### config.mk
export PLATFORM = sky130hd
export DESIGN_NAME = sram_arbiter_flat
export DESIGN_NICKNAME = d
export VERILOG_FILES = /design/src/rtl/sram_arb_pkg.sv /design/src/rtl/sram_arbiter_if.sv /design/src/rtl/sram_arbiter.sv /design/src/flat_wrapper.sv
export SDC_FILE = /design/constraint.sdc
export NUM_CORES = 1
export LEC_CHECK = 0
export CELL_PAD_IN_SITES_DETAIL_PLACEMENT = 0
export CELL_PAD_IN_SITES_GLOBAL_PLACEMENT = 1
export CORE_MARGIN = 2
export CORE_UTILIZATION = 27
export CTS_CLUSTER_DIAMETER = 100
export DETAILED_ROUTE_END_ITERATION = 10
export HOLD_SLACK_MARGIN = 0.12
export PLACE_DENSITY = 0.74
export SYNTH_ARGS = -nofsm -noshare
export SYNTH_HDL_FRONTEND = slang
export SYNTH_SLANG_ARGS = --single-unit
### constraint.sdc
create_clock -name clock_50 -period 1.8 [get_ports clock_50]
set_input_delay 0.36 -clock clock_50 [delete_from_list [all_inputs] [get_ports clock_50]]
set_output_delay 0.36 -clock clock_50 [all_outputs]
set_load 0.005 [all_outputs]
### src/rtl/sram_arb_pkg.sv
// Shared types and defaults for the cartridge SRAM arbiter.
package sram_arb_pkg;

  localparam int unsigned ACCESS_TICKS_DEFAULT = 4;
  localparam int unsigned TICK_W               = 4;

  typedef enum logic [1:0] {
    ST_IDLE    = 2'd0,
    ST_ACCESS  = 2'd1,
    ST_RECOVER = 2'd2
  } state_t;

  typedef enum logic {
    PORT_COCO = 1'b0,
    PORT_SPI  = 1'b1
  } port_t;

endpackage

### src/rtl/sram_arbiter_if.sv
// Requester handshakes plus SRAM pin bundle; slave = arbiter view, master = board/requester view.
interface sram_arbiter_if #(
  parameter int unsigned ADDR_W = 16
);

  logic              c_req;
  logic              c_we;
  logic [ADDR_W-1:0] c_addr;
  logic [7:0]        c_wdata;
  logic              c_ack;

  logic              s_req;
  logic              s_we;
  logic [ADDR_W-1:0] s_addr;
  logic [7:0]        s_wdata;
  logic              s_ack;

  logic [7:0]        rdata;
  logic              busy;

  logic [ADDR_W-1:0] m_addr;
  logic [7:0]        m_dout;
  logic              m_dout_en;
  logic [7:0]        m_din;
  logic              m_we_n;
  logic              m_oe_n;
  logic              m_cs_n;

  modport slave (
    input  c_req, c_we, c_addr, c_wdata,
    input  s_req, s_we, s_addr, s_wdata,
    input  m_din,
    output c_ack, s_ack, rdata, busy,
    output m_addr, m_dout, m_dout_en, m_we_n, m_oe_n, m_cs_n
  );

  modport master (
    output c_req, c_we, c_addr, c_wdata,
    output s_req, s_we, s_addr, s_wdata,
    output m_din,
    input  c_ack, s_ack, rdata, busy,
    input  m_addr, m_dout, m_dout_en, m_we_n, m_oe_n, m_cs_n
  );

endinterface

### src/rtl/sram_arbiter.sv
// Round-robin arbiter for the Coco and SPI ports, sole owner of the shared
// asynchronous SRAM pins; every output is registered.
module sram_arbiter
  import sram_arb_pkg::*;
#(
  parameter int unsigned ACCESS_TICKS = ACCESS_TICKS_DEFAULT,
  parameter int unsigned ADDR_W       = 16
) (
  input  logic          clock_50,
  input  logic          reset,
  sram_arbiter_if.slave bus
);

  localparam logic [TICK_W-1:0] TICKS_LOAD = TICK_W'(ACCESS_TICKS);
  localparam logic [TICK_W-1:0] TICK_ONE   = TICK_W'(1);

  state_t            state;
  port_t             last_grant;
  logic [TICK_W-1:0] ticks;

  port_t             grant_port;
  logic              sel_we;
  logic [ADDR_W-1:0] sel_addr;
  logic [7:0]        sel_wdata;

  // On a tie the port that did not win last time is chosen.
  always_comb begin
    grant_port = PORT_SPI;
    if (bus.c_req && bus.s_req) begin
      grant_port = (last_grant == PORT_SPI) ? PORT_COCO : PORT_SPI;
    end else if (bus.c_req) begin
      grant_port = PORT_COCO;
    end
    sel_we    = (grant_port == PORT_COCO) ? bus.c_we    : bus.s_we;
    sel_addr  = (grant_port == PORT_COCO) ? bus.c_addr  : bus.s_addr;
    sel_wdata = (grant_port == PORT_COCO) ? bus.c_wdata : bus.s_wdata;
  end

  always_ff @(posedge clock_50 or negedge reset) begin
    if (!reset) begin
      state         <= ST_IDLE;
      last_grant    <= PORT_SPI;
      ticks         <= '0;
      bus.busy      <= 1'b0;
      bus.c_ack     <= 1'b0;
      bus.s_ack     <= 1'b0;
      bus.rdata     <= '0;
      bus.m_addr    <= '0;
      bus.m_dout    <= '0;
      bus.m_dout_en <= 1'b0;
      bus.m_we_n    <= 1'b1;
      bus.m_oe_n    <= 1'b1;
      bus.m_cs_n    <= 1'b1;
    end else begin
      bus.c_ack <= 1'b0;
      bus.s_ack <= 1'b0;
      case (state)
        ST_IDLE: begin
          if (bus.c_req || bus.s_req) begin
            last_grant    <= grant_port;
            bus.m_addr    <= sel_addr;
            bus.m_dout    <= sel_wdata;
            bus.m_dout_en <= sel_we;
            bus.m_we_n    <= ~sel_we;
            bus.m_oe_n    <= sel_we;
            bus.m_cs_n    <= 1'b0;
            ticks         <= TICKS_LOAD;
            bus.busy      <= 1'b1;
            state         <= ST_ACCESS;
          end
        end
        ST_ACCESS: begin
          ticks <= ticks - TICK_ONE;
          if (ticks == TICK_ONE) begin
            if (!bus.m_dout_en) begin
              bus.rdata <= bus.m_din;
            end
            bus.m_we_n <= 1'b1;
            bus.m_oe_n <= 1'b1;
            bus.m_cs_n <= 1'b1;
            bus.c_ack  <= (last_grant == PORT_COCO);
            bus.s_ack  <= (last_grant == PORT_SPI);
            state      <= ST_RECOVER;
          end
        end
        ST_RECOVER: begin
          // Address, data and driver enable stay put one cycle past the strobes.
          bus.m_dout_en <= 1'b0;
          bus.busy      <= 1'b0;
          state         <= ST_IDLE;
        end
        default: begin
          bus.m_dout_en <= 1'b0;
          bus.m_we_n    <= 1'b1;
          bus.m_oe_n    <= 1'b1;
          bus.m_cs_n    <= 1'b1;
          bus.busy      <= 1'b0;
          state         <= ST_IDLE;
        end
      endcase
    end
  end

endmodule
### src/flat_wrapper.sv
// flat-port wrapper written by rule: the top's interface ports become plain ports
module sram_arbiter_flat import sram_arb_pkg::*;
#(
  parameter int unsigned ACCESS_TICKS = ACCESS_TICKS_DEFAULT,
  parameter int unsigned ADDR_W       = 16
)
  (clock_50, reset, bus_c_req, bus_c_we, bus_c_addr, bus_c_wdata, bus_s_req, bus_s_we, bus_s_addr, bus_s_wdata, bus_m_din, bus_c_ack, bus_s_ack, bus_rdata, bus_busy, bus_m_addr, bus_m_dout, bus_m_dout_en, bus_m_we_n, bus_m_oe_n, bus_m_cs_n);
  sram_arbiter_if #(.ADDR_W(ADDR_W)) bus_i ();
  input  logic clock_50;
  input  logic reset;
  input wire logic [$bits(bus_i.c_req)-1:0] bus_c_req;
  input wire logic [$bits(bus_i.c_we)-1:0] bus_c_we;
  input wire logic [$bits(bus_i.c_addr)-1:0] bus_c_addr;
  input wire logic [$bits(bus_i.c_wdata)-1:0] bus_c_wdata;
  input wire logic [$bits(bus_i.s_req)-1:0] bus_s_req;
  input wire logic [$bits(bus_i.s_we)-1:0] bus_s_we;
  input wire logic [$bits(bus_i.s_addr)-1:0] bus_s_addr;
  input wire logic [$bits(bus_i.s_wdata)-1:0] bus_s_wdata;
  input wire logic [$bits(bus_i.m_din)-1:0] bus_m_din;
  output wire logic [$bits(bus_i.c_ack)-1:0] bus_c_ack;
  output wire logic [$bits(bus_i.s_ack)-1:0] bus_s_ack;
  output wire logic [$bits(bus_i.rdata)-1:0] bus_rdata;
  output wire logic [$bits(bus_i.busy)-1:0] bus_busy;
  output wire logic [$bits(bus_i.m_addr)-1:0] bus_m_addr;
  output wire logic [$bits(bus_i.m_dout)-1:0] bus_m_dout;
  output wire logic [$bits(bus_i.m_dout_en)-1:0] bus_m_dout_en;
  output wire logic [$bits(bus_i.m_we_n)-1:0] bus_m_we_n;
  output wire logic [$bits(bus_i.m_oe_n)-1:0] bus_m_oe_n;
  output wire logic [$bits(bus_i.m_cs_n)-1:0] bus_m_cs_n;
  assign bus_i.c_req = bus_c_req;
  assign bus_i.c_we = bus_c_we;
  assign bus_i.c_addr = bus_c_addr;
  assign bus_i.c_wdata = bus_c_wdata;
  assign bus_i.s_req = bus_s_req;
  assign bus_i.s_we = bus_s_we;
  assign bus_i.s_addr = bus_s_addr;
  assign bus_i.s_wdata = bus_s_wdata;
  assign bus_i.m_din = bus_m_din;
  assign bus_c_ack = bus_i.c_ack;
  assign bus_s_ack = bus_i.s_ack;
  assign bus_rdata = bus_i.rdata;
  assign bus_busy = bus_i.busy;
  assign bus_m_addr = bus_i.m_addr;
  assign bus_m_dout = bus_i.m_dout;
  assign bus_m_dout_en = bus_i.m_dout_en;
  assign bus_m_we_n = bus_i.m_we_n;
  assign bus_m_oe_n = bus_i.m_oe_n;
  assign bus_m_cs_n = bus_i.m_cs_n;
  sram_arbiter #(.ACCESS_TICKS(ACCESS_TICKS), .ADDR_W(ADDR_W)) u_core (.clock_50(clock_50), .reset(reset), .bus(bus_i));
endmodule
==> out/qor.yml, run 1 <==
critPathLaunchType: "flop"
irDropWorstVdd_mv: 0.484
via_per_inst: 4.22
hold_violations: 0
final_core_util_pct: 46.5
stdcell_count: 397
cts.sinks: 46
failed_checks: "negative setup slack"
root_buffer: "clkbuf_8"
crit_type: "reg -> reg"
finalInstanceArea_um2: 3390
worstPathMaxFanout: 8
initial_core_util_pct: 28.0
fin_crit_ns: 1.84
synth_nets: 248
htreeDepth: 2
ys_warn_count: 0
relSlewSlack_pct: 62.7
nNetsFinal: 361
cp_slowest_stage_delay_ns: 0.39
core.rowCount: 31
final.period_utilization_pct: 102
fill_cells: 720
numPlacedInstances: 386
synth-seq-cells: 46
final_antenna_net_count: 0
endpoint_kind: "flop"
critPathTopFamily: "simple AND/OR/NAND/NOR gates"
place.gp.congestion: 0.736
skew_ns: 0.00824
die_w_um: 91.0
grtUsageTotal_pct: 12.0
dr.pass1.iters: 3
synth-async-reset-ratio_pct: 100
place_hpwl_um: 3440
status: "complete, but fails checks"
vias: 1674
netlist_instances: 184
antenna_found_initial: 0
whs_ns: 0.139
setup_viol: 8
final_cell_mix: "99 x clkdlybuf4s50_1, 42 x dfrtp_1, 28 x nand2_1, 26 x o21ai_0, 24 x mux2i_1"
routed_wl_um: 4630
antenna_cells: 0
setup-tns-final_ns: -0.256
yosysUniqueCellTypes: 30
grt_pass1_vias: 1716
finalPower_mw: 4.66
drc_errors: 0
fin_ws_ns: -0.0449
leakage_nw: 1.52
synth_edf_count: 0
cp_slowest_cell: "dfrtp_1"
min_path_type: "in -> async"
syn_area_um2: 2040
cp_num_buf_inv: 1
fmax_mhz: 542
grt_pass1_wl_um: 8100
synthFlopType: "dfrtp_1"
drv_slew: 0
crit_arrival_ns: 2.03
final_common_cell: "clkdlybuf4s50_1"
clock_latency_ns: 0.30
max_cap_viol_count: 0
clockBufferDepth: 2
design.die.area_um2: 8280
ios: 101
cts_made_buffers: 5
wl_per_cell_um: 11.7
port_buffers: 100
tightestPinTransition_ns: 0.560
post_dp_cell_area_um2: 3250
core_area_um2: 7290
syn_area_per_cell_um2: 11.1
die_h_um: 91.0
yosysSeqAreaShare_pct: 56.5
post-place-ws_ns: -0.0440
layout-drive-gt1-share_pct: 13.8
grt_max_degree: 47
cp_cell_sequence: "inv_2 > ha_4 > or3b_1 > or2_4 > nor2_8 > mux2_2"
drtIter0Drc: 30
grt-ovfl-total: 0
required_ns: 1.99
pwr_density_cell_nw_per_um2: 1370
clkTransAtPathRegs_ns: 0.09
cts_tree: "built"
rsz0062_at_grt: "yes"
area_growth_pct: 65.9
## sequential cells by signal, indices dropped and copies added, names as in the netlist
register,flops
u_core.bus.m_cs_n,1
u_core.bus.m_dout,8
u_core.bus.s_ack,1
u_core.bus.m_addr,16
u_core.ticks,4
u_core.bus.m_we_n,1
u_core.bus.m_oe_n,1
u_core.bus.rdata,8
u_core.last_grant,1
u_core.bus.m_dout_en,1
u_core.state,2
u_core.bus.c_ack,1
u_core.bus.busy,1
## worst register-to-register path, cell delays in order, from the launching register on
cell,delay [ns]
dfrtp_1,0.39
inv_2,0.08
ha_4,0.11
or3b_1,0.36
or2_4,0.27
nor2_8,0.16
mux2_2,0.36
## cell families (layout without fill, tap and decap cells)
kind of cell	after synthesis	in the layout	share of synthesized area [%]
buffers and inverters	11	125	2.39
adders and majority gates	2	2	1.22
DFF	46	46	56.5
AOI/OAI and AO/OA	40	40	11.1
and+or+nand+nor	52	52	12.1
muxes	32	32	16.2
xor gates and xnor gates	1	1	0.428
## synthesized netlist by cell type (2+ instances only)
cell,instances,area share [%]
buf_4,2,0.73
nor2_1,9,1.7
nor2b_1,2,0.61
nand3_1,3,0.73
clkbuf_1,5,0.92
nand2b_1,3,0.92
dfstp_2,4,5.1
o22a_1,2,0.86
dfrtp_1,42,51
a22o_1,2,0.86
a21oi_1,2,0.49
inv_1,4,0.73
nand2_1,28,5.1
o21ai_0,26,6.4
ha_1,2,1.2
o21ai_1,4,0.98
mux2_2,8,4.4
mux2i_1,24,12
## metal layers
layer,part of all wire (%),GRT usage [%],vias up
li1,-,-,860
met1,43,14.5,746
met2,47,19.7,63
met3,8.6,5.06,5
met4,0.78,3.03,0
met5,0,0,-
## path summary, 6_finish.rpt
check / start / to / slack, ns / depth (start not counted)
setup reg to reg: u_core.ticks[1] / u_core.bus.rdata[3] / -0.04 / 6
hold reg to reg: u_core.bus.m_dout[6] / u_core.bus.m_dout[6] / 0.48 / 2
max in group asynchronous: reset / u_core.bus.m_addr[9] / 1.28 / 2
min in group clock_50: u_core.bus.m_dout[6] / u_core.bus.m_dout[6] / 0.48 / 2
setup / recovery: u_core.ticks[1] / u_core.bus.rdata[3] / -0.04 / 6
hold / removal: reset / u_core.state[0] / 0.14 / 2
## final cells by class
| class | instances | area (um2) | area share (%) |
|---|---|---|---|
| Clock inverter | 2 | 12.5 | 0.369 |
| Multi-Input combinational cell | 127 | 871 | 25.7 |
| Tap cell | 99 | 124 | 3.65 |
| Timing Repair Buffer | 113 | 1130 | 33.3 |
| Inverter | 4 | 15.0 | 0.443 |
| Sequential cell | 46 | 1160 | 34.1 |
| Clock buffer | 6 | 82.6 | 2.43 |
## where the power goes
group / switching (mW) / internal, mW
clock network: 0.342 / 0.309
logic: 0.811 / 1.36
registers: 0.297 / 1.54
## repair_timing
action	CTS	global route
endpoints found under the hold margin	0	0
setup buffers	3	0
endpoints found under the setup margin	8	8
resized for setup	5	0
hold buffers	0	0
Power figures use the tool's default switching activity.
==> inputs of run 2 (changes only) <==
Settings changed: CAP_MARGIN set to 20.
==> results of run 2 <==
No change in the layout: final DEF, timing and power equal those of run 1.
==> inputs of run 3 (changes only) <==
Settings changed: GPL_TIMING_DRIVEN set to 0.
==> run 3 against run 2 <==
Net effect:
- the flow still finishes with violations (negative setup slack)
- combinational power down 5%
- via count up 2.4%
- global-route usage up 0.76 points
- register-to-register slack about the same
- cell count down 0.25%
- sequential share of layout area up 0.39 points
- core utilization down 0.53 points
- non-clock buffer count down 1
- final area down 1.1%
- critical path depth unchanged
==> out/qor.yml, run 3 (same netlist as run 1, synthesis figures left out) <==
place_hpwl_um: 3880
initial_core_util_pct: 28.0
place.gp.congestion: 0.642
drv_slew: 0
final_antenna_net_count: 0
numPlacedInstances: 384
leakage_nw: 1.50
grtUsageTotal_pct: 12.7
nNetsFinal: 360
grt_pass1_wl_um: 8470
critPathLaunchType: "flop"
post_dp_cell_area_um2: 3190
grtUsageMet2_pct: 21.1
tightestPinTransition_ns: 0.600
core_area_um2: 7290
power_frac_seq_pct: 39.3
p_clk_share_pct: 16.8
htreeDepth: 2
final_common_cell: "clkdlybuf4s50_1"
grt_pass1_vias: 1756
final_cell_mix: "99 x clkdlybuf4s50_1, 42 x dfrtp_1, 28 x nand2_1, 26 x o21ai_0, 24 x mux2i_1"
fin_crit_ns: 1.85
worstPathMaxFanout: 8
clkTransAtPathRegs_ns: 0.09
r2r_start: "u_core.ticks[1]"
drc_errors: 0
timing.rr.end: "u_core.bus.rdata[4]"
cts_made_buffers: 5
cp-endpoint: "u_core.bus.rdata[4]"
irDropWorstVdd_mv: 0.446
crit_arrival_ns: 2.03
internal-power_mw: 3.25
gr-usage-met1_pct: 15.2
core.rowCount: 31
area_growth_pct: 64.0
antenna_found_initial: 0
skew_ns: 0.00803
combinationalPowerShare_pct: 43.9
finalInstanceArea_um2: 3350
hold_start: "u_core.bus.m_dout[7]"
routed_wl_um: 5000
grt_use_met3_pct: 5.39
port_buffers: 100
fmax_mhz: 541
stdcell_count: 396
grt-ovfl-total: 0
failed_checks: "negative setup slack"
min_path_type: "reg -> reg"
layout-drive-gt1-share_pct: 11.4
rsz0062_at_grt: "yes"
swShare_pct: 30.7
top_register: "u_core.bus.m_addr"
top_regs: "u_core.bus.m_addr (16), u_core.bus.m_dout (8), u_core.bus.rdata (8)"
gr-max-usage-layer: "met2"
ios: 101
fill_cells: 729
grt_max_degree: 25
clock_latency_ns: 0.29
required_ns: 1.98
crit_type: "reg -> reg"
final.period_utilization_pct: 103
reg2regPathDepth: 6
reg2reg_slack_ns: -0.05
design.die.area_um2: 8280
relSlewSlack_pct: 60.0
vias: 1714
endpoint_kind: "flop"
status: "complete, but fails checks"
largest_reg_flops: 16
die_h_um: 91.0
fin_ws_ns: -0.0475
setup_viol: 8
hold_violations: 0
die_w_um: 91.0
whs_ns: 0.481
max_cap_viol_count: 0
via_per_inst: 4.33
drtIter0Drc: 62
root_buffer: "clkbuf_8"
p_switching_mw: 1.44
cts.sinks: 46
dr.pass1.iters: 4
pwr_density_cell_nw_per_um2: 1400
clockBufferDepth: 2
wl_per_cell_um: 12.6
antenna_cells: 0
crit_start: "u_core.ticks[1]"
cts_tree: "built"
run 3: routing by layer:
layer / vias up / wire length (um) / part of all wire (%)
met5: - / 0 / 0
met4: 0 / 57 / 1.1
met3: 5 / 442 / 8.8
met2: 67 / 2360 / 47
met1: 781 / 2150 / 43
li1: 861 / - / -
run 3: final cells by class:
| class | count | area, um2 | area share [%] |
|---|---|---|---|
| Inverter | 4 | 15.0 | 0.448 |
| Sequential cell | 46 | 1160 | 34.5 |
| Multi-Input combinational cell | 127 | 846 | 25.2 |
| Clock buffer | 7 | 86.3 | 2.57 |
| Timing Repair Buffer | 105 | 1060 | 31.5 |
| Clock inverter | 1 | 30.0 | 0.896 |
| Tap cell | 99 | 124 | 3.69 |
| Buffer | 7 | 40.0 | 1.19 |
run 3: stage by stage:
stage                     util [%]  worst slack [ns]  TNS, ns  power (mW)
after floorplan                  -            0.0347        0        2.68
after global placement        43.5            -0.964   -53.48        3.86
after detailed placement      43.8            -0.468   -10.22        3.91
after CTS                     45.8           -0.0809   -0.597        4.74
after global routing          46.0            -0.128   -0.953        5.08
final                         46.0           -0.0475   -0.314        4.69
run 3: power by group through the flow:
| stage | registers (mW) | logic [mW] | clock network [mW] |
|---|---|---|---|
| 6_report | 1.84 | 2.06 | 0.787 |
| 5_1_grt | 1.91 | 2.30 | 0.870 |
| 4_1_cts | 1.85 | 2.08 | 0.821 |
| 3_5_place_dp | 1.86 | 2.04 | 0 |
| 3_3_place_gp | 1.85 | 2.01 | 0 |
| 2_1_floorplan | 1.87 | 0.811 | 0 |
run 3: how the worst min path moves through the flow:
stage                                        to  slack [ns]  cells after the start
final                      u_core.bus.m_dout[7]        0.48                      2
after global routing      u_core.bus.m_addr[11]        0.51                      2
after CTS                  u_core.bus.m_dout[7]        0.49                      2
after detailed placement   u_core.bus.m_dout_en        0.40                      1
after global placement     u_core.bus.m_dout[7]        0.46                      2
after floorplan                 u_core.bus.busy        0.06                      0
run 3: timing repair:
item | 4_1_cts | 5_1_grt
gates resized for setup | 1 | 6
pin swaps | 1 | 1
buffers inserted | 2 | 1
endpoints found under the hold margin | 20 | 0
endpoints found under the setup margin | 34 | 25
hold buffers | 1 | 0
run 3: critical path, cell delays in order (launching register included):
cell	delay (ns)
dfrtp_1	0.38
inv_1	0.07
ha_1	0.13
or3b_4	0.37
or2_4	0.27
nor2_8	0.16
mux2_2	0.35
